==> src/rtl/usr_shift_ctrl_if.sv <==
// Command handshake bundle between a host FSM and usr_shift_ctrl.
// The host drives the master side; the controller uses the slave side.
interface usr_shift_ctrl_if #(
  parameter int WIDTH = 4,
  parameter int CNT_W = 3
);
  logic             cmd_valid;
  logic             cmd_ready;
  logic [1:0]       cmd_op;
  logic [CNT_W-1:0] cmd_cnt;
  logic [WIDTH-1:0] cmd_data;
  logic             cmd_fill;
  logic             cmd_rot;

  modport master (
    output cmd_valid, cmd_op, cmd_cnt, cmd_data, cmd_fill, cmd_rot,
    input  cmd_ready
  );

  modport slave (
    input  cmd_valid, cmd_op, cmd_cnt, cmd_data, cmd_fill, cmd_rot,
    output cmd_ready
  );
endinterface

==> src/rtl/usr_shift_ctrl.sv <==
// Command sequencer for a universal shift register: turns one handshaked command into
// the USR mode/serial/load drive sequence. Optional rotate support under macro ROTATE_EN.
module usr_shift_ctrl #(
  parameter int WIDTH = 4,
  parameter int CNT_W = 3
) (
  input  logic             clk,
  input  logic             rst,
  usr_shift_ctrl_if.slave  cmd,
  input  logic [WIDTH-1:0] usr_q,
  output logic [1:0]       usr_sel,
  output logic             usr_sl_r,
  output logic             usr_sl_l,
  output logic [WIDTH-1:0] usr_pi,
  output logic             busy,
  output logic             done
);

  localparam logic [1:0] ST_IDLE  = 2'd0;
  localparam logic [1:0] ST_LOAD  = 2'd1;
  localparam logic [1:0] ST_SHIFT = 2'd2;
  localparam logic [1:0] ST_DONE  = 2'd3;

  localparam logic [1:0] OP_HOLD = 2'b00;
  localparam logic [1:0] OP_SHR  = 2'b01;
  localparam logic [1:0] OP_SHL  = 2'b10;
  localparam logic [1:0] OP_LOAD = 2'b11;

  logic [1:0]       state;
  logic [1:0]       op_q;
  logic [CNT_W-1:0] cnt_q;
  logic             fill_q;
  logic             serial_bit;

`ifdef ROTATE_EN
  logic             rot_q;

  always_ff @(posedge clk or negedge rst) begin
    if (!rst) begin
      rot_q <= 1'b0;
    end else if (state == ST_IDLE && cmd.cmd_valid) begin
      rot_q <= cmd.cmd_rot;
    end
  end

  // Rotation feeds the bit falling off the far end back in on the active side.
  always_comb begin
    serial_bit = fill_q;
    if (rot_q) begin
      serial_bit = (op_q == OP_SHR) ? usr_q[WIDTH-1] : usr_q[0];
    end
  end
`else
  logic unused_inputs;
  assign unused_inputs = ^{usr_q, cmd.cmd_rot};
  assign serial_bit    = fill_q;
`endif

  // Command latch, parallel-load register and sequencing state.
  always_ff @(posedge clk or negedge rst) begin
    if (!rst) begin
      state  <= ST_IDLE;
      op_q   <= OP_HOLD;
      cnt_q  <= '0;
      fill_q <= 1'b0;
      usr_pi <= '0;
    end else begin
      case (state)
        ST_IDLE: begin
          if (cmd.cmd_valid) begin
            op_q   <= cmd.cmd_op;
            cnt_q  <= cmd.cmd_cnt;
            fill_q <= cmd.cmd_fill;
            case (cmd.cmd_op)
              OP_LOAD: begin
                usr_pi <= cmd.cmd_data;
                state  <= ST_LOAD;
              end
              OP_SHR, OP_SHL:
                state <= (cmd.cmd_cnt != '0) ? ST_SHIFT : ST_DONE;
              default:
                state <= ST_DONE;
            endcase
          end
        end
        ST_LOAD:
          state <= ST_DONE;
        ST_SHIFT: begin
          cnt_q <= cnt_q - 1'b1;
          if (cnt_q == CNT_W'(1)) begin
            state <= ST_DONE;
          end
        end
        default:
          state <= ST_IDLE;
      endcase
    end
  end

  // USR drive decoded purely from registered state; only the active serial side is driven.
  always_comb begin
    usr_sel  = 2'b00;
    usr_sl_r = 1'b0;
    usr_sl_l = 1'b0;
    case (state)
      ST_LOAD:
        usr_sel = 2'b11;
      ST_SHIFT: begin
        usr_sel = op_q;
        if (op_q == OP_SHR) begin
          usr_sl_r = serial_bit;
        end else begin
          usr_sl_l = serial_bit;
        end
      end
      default: usr_sel = 2'b00;
    endcase
  end

  assign cmd.cmd_ready = (state == ST_IDLE);
  assign busy          = (state != ST_IDLE);
  assign done          = (state == ST_DONE);

endmodule

==> src/flat_wrapper.sv <==
// flat-port wrapper written by rule: the top's interface ports become plain ports
module usr_shift_ctrl_flat 
#(
  parameter int WIDTH = 4,
  parameter int CNT_W = 3
)
  (clk, rst, usr_q, usr_sel, usr_sl_r, usr_sl_l, usr_pi, busy, done, cmd_cmd_valid, cmd_cmd_op, cmd_cmd_cnt, cmd_cmd_data, cmd_cmd_fill, cmd_cmd_rot, cmd_cmd_ready);
  usr_shift_ctrl_if #(.WIDTH(WIDTH), .CNT_W(CNT_W)) cmd_i ();
  input  logic clk;
  input  logic rst;
  input  logic [WIDTH-1:0] usr_q;
  output logic [1:0] usr_sel;
  output logic usr_sl_r;
  output logic usr_sl_l;
  output logic [WIDTH-1:0] usr_pi;
  output logic busy;
  output logic done;
  input wire logic [$bits(cmd_i.cmd_valid)-1:0] cmd_cmd_valid;
  input wire logic [$bits(cmd_i.cmd_op)-1:0] cmd_cmd_op;
  input wire logic [$bits(cmd_i.cmd_cnt)-1:0] cmd_cmd_cnt;
  input wire logic [$bits(cmd_i.cmd_data)-1:0] cmd_cmd_data;
  input wire logic [$bits(cmd_i.cmd_fill)-1:0] cmd_cmd_fill;
  input wire logic [$bits(cmd_i.cmd_rot)-1:0] cmd_cmd_rot;
  output wire logic [$bits(cmd_i.cmd_ready)-1:0] cmd_cmd_ready;
  assign cmd_i.cmd_valid = cmd_cmd_valid;
  assign cmd_i.cmd_op = cmd_cmd_op;
  assign cmd_i.cmd_cnt = cmd_cmd_cnt;
  assign cmd_i.cmd_data = cmd_cmd_data;
  assign cmd_i.cmd_fill = cmd_cmd_fill;
  assign cmd_i.cmd_rot = cmd_cmd_rot;
  assign cmd_cmd_ready = cmd_i.cmd_ready;
  usr_shift_ctrl #(.WIDTH(WIDTH), .CNT_W(CNT_W)) u_core (.clk(clk), .rst(rst), .cmd(cmd_i), .usr_q(usr_q), .usr_sel(usr_sel), .usr_sl_r(usr_sl_r), .usr_sl_l(usr_sl_l), .usr_pi(usr_pi), .busy(busy), .done(done));
endmodule
==> config.mk <==
export PLATFORM = sky130hd
export DESIGN_NAME = usr_shift_ctrl_flat
export DESIGN_NICKNAME = d
export VERILOG_FILES = /design/src/rtl/usr_shift_ctrl_if.sv /design/src/rtl/usr_shift_ctrl.sv /design/src/flat_wrapper.sv
export SDC_FILE = /design/constraint.sdc
export NUM_CORES = 1
export LEC_CHECK = 0
export CAP_MARGIN = 20
export CORE_AREA = 2 2 45 47
export CTS_BUF_LIST = sky130_fd_sc_hd__clkbuf_4 sky130_fd_sc_hd__clkbuf_8
export CTS_CLUSTER_SIZE = 16
export DETAILED_ROUTE_END_ITERATION = 10
export DIE_AREA = 0 0 47 49
export HOLD_SLACK_MARGIN = 0.1
export MAX_ROUTING_LAYER = met4
export PLACE_DENSITY = 0.78
export REMOVE_ABC_BUFFERS = 1
export SYNTH_ARGS = -nofsm -noshare
export SYNTH_HDL_FRONTEND = slang
export SYNTH_SLANG_ARGS = --single-unit
export TNS_END_PERCENT = 5
==> constraint.sdc <==
create_clock -name clk -period 2.1 [get_ports clk]
set_clock_uncertainty 0.1 [all_clocks]
set_input_delay 0.315 -clock clk [delete_from_list [all_inputs] [get_ports clk]]
set_output_delay 0.315 -clock clk [all_outputs]
set_load 0.01 [all_outputs]
==> results.ini <==
[cells_and_area]
multi_input_area_um2 = 429
fill_cells = 178
syn2layout_area_growth_pct = 37.8
fin_util_pct = 57.9
drive_gt1_share_pct = 17.0
antennaDiodeCount = 0
ff_latch_area_um2 = 300
final_nets = 134

[global_route]
grtUsageTotal_pct = 16.0
antenna_found_initial = 0
first_global_vias = 610
grt_overflow_total = 0
grt_max_degree = 13
grt_pass1_wl_um = 2590

[sta]
setup_tns_ns = 0
setup-violations-final = 0
fin_crit_sh_pct = 95.9
hold_viol = 0
min_period_ns = 2.01
hold-worst-slack_ns = 0.303
fmax_mhz = 497
slew_headroom_pct = 63.8
worstMarginPinSlew_ns = 0.542
drv_slew = 0

[synthesis]
ys_seq_area_share_pct = 38.8
ys_ff_latch = 12
synthDistinctLibCells = 27
synthFlopType = dfrtp_1
syn_inst = 80
synth.most_common_cell = dfrtp_1
synth_top_area_cell = dfrtp_1
yosys.area.top_type_share_pct = 38.8
synth_enable_flop_cells = 0
ys_warn_count = 0
synthesis.area_um2 = 774
synthTopCellsByCount = dfrtp_1, inv_1, ha_1
avgSynthCellArea_um2 = 9.68
synthArstFlopShare_pct = 100
synth_area_leaders = dfrtp_1, ha_1, mux2_2

[cts]
tritoncts = done
h-tree-depth = 1
cts-root-buf = clkbuf_4
cts.clk_slew.worst_paths_ns = 0.07
clk_latency_ns = 0.26
cts_buffers = 3
cts_buffer_depth = 2
numClockSinks = 12
cts_hold_buf = 0

[setup_path]
r2r.worst_path.cells = 5
end_kind = primary output
slowest_delay_ns = 0.53
worstReg2RegEnd = u_core.state[1]
cpMaxStageDelayCell = clkdlybuf4s50_1
path_cells = inv_1, ha_2, inv_1, clkdlybuf4s50_1
critPathRequiredTime_ns = 1.68
cp_data_arrival_time_ns = 1.60
crit_type = register to primary output
reg2reg_slack_ns = 0.43
start_kind = register
crit_path_frequent_cell = inv_1
worstPathMaxFanout = 7
r2r-start = u_core.state[1]

[route]
antenna_left = 0
drt_iter0_markers = 2
remaining_drc_errors = 0
via_per_inst = 4.89
drt_wl_total_um = 1640
vias = 651
wl_per_cell_um = 12.3
drtPass1Iterations = 4

[power]
irDropWorstVdd_uv = 731
leakage_nw = 0.491
powerDensity_mw_per_mm2 = 1420
power_mw = 1.52

[die]
initial_core_util_pct = 42.1
placementRows = 16
die_y_um = 49
die_area_mm2 = 0.00230
io_pins = 29
core_region_area_mm2 = 0.00184
die_x_um = 47

[flow_run]
drv_cap = 0

[outcome]
status = complete, no violations

[worst_hold_path]
hp-class = input pin to async pin

[place]
dpl.hpwl_um = 1300
place_congestion = 0.819
io_buffers = 23

## registers in the layout, indices dropped and copies added (netlist names)
| name | flops |
|---|---|
| u_core.usr_pi | 4 |
| u_core.cnt_q | 3 |
| u_core.op_q | 2 |
| u_core.state | 2 |
| u_core.fill_q | 1 |
## metrics by stage
step	instances	cell area, µm²	setup slack [ns]
floorplan	77	758	0.415
global placement	129	1040	-0.0224
detailed placement	129	1040	-0.0463
CTS	132	1060	0.00977
global route	133	1070	-0.0219
finish	133	1070	0.0870
## report_power, final
group          internal, mW  switching (mW)
logic                 0.500           0.433
clock network        0.0661          0.0691
registers             0.352          0.0962
total                 0.918           0.598
## repair_timing
item,CTS,global route
gates resized for setup,5,1
pin swaps,0,0
cloned,0,0
setup buffers,0,1
setup endpoints to repair,4,2
## worst max path at each step
stage                               start               to  slack (ns)  depth (start not counted)
after floorplan           u_core.state[0]  u_core.state[1]        0.42                          5
after global placement      cmd_cmd_op[0]  u_core.state[0]       -0.02                          6
after detailed placement    cmd_cmd_op[0]  u_core.state[0]       -0.05                          6
final                     u_core.state[1]             busy        0.09                          4
after global routing      u_core.state[1]             busy       -0.02                          4
after CTS                 u_core.state[0]             busy        0.01                          4
## cell families (layout without fill, tap and decap cells)
group / after synthesis / in the layout / share of synthesized area [%]
mux: 7 / 7 / 10.2
fa+ha+maj: 8 / 8 / 12.9
compound gates: 18 / 18 / 15.2
simple gates: 23 / 23 / 16.5
flops: 12 / 12 / 38.8
buf+inv: 12 / 38 / 6.46
## layer usage
metal	track usage, %	vias to the layer above	routed length [µm]
met5	-	-	0
met4	6.48	0	0
met2	23.5	21	789
met1	20.8	300	772
li1	-	330	-
met3	3.70	0	78
## final cells by class
type / count / area share [%]
Clock buffer: 3 / 2.11
Inverter: 9 / 3.17
Multi-Input combinational cell: 56 / 40.2
Sequential cell: 12 / 28.1
Tap cell: 27 / 3.17
Timing Repair Buffer: 26 / 23.2
## critical path, delay by kind of cell, from the launching register on
family | cells | cell delay, ns
buffers and inverters | 3 | 0.71
adder cells (fa/ha/maj) | 1 | 0.22
flip-flops | 1 | 0.40
## cells in the final DEF (no fill, tap or decap), types with 3 or more instances in the layout
| cell type | count |
|---|---|
| nand3_1 | 3 |
| o21ai_0 | 5 |
| nor2_1 | 3 |
| nand2b_1 | 3 |
| dfrtp_1 | 12 |
| a21oi_1 | 7 |
| ha_1 | 6 |
| clkbuf_4 | 3 |
| nand2_1 | 6 |
| mux2_2 | 6 |
| dlygate4sd2_1 | 4 |
| inv_1 | 9 |
| clkdlybuf4s50_1 | 19 |
| buf_4 | 3 |
Power figures use the tool's default switching activity.
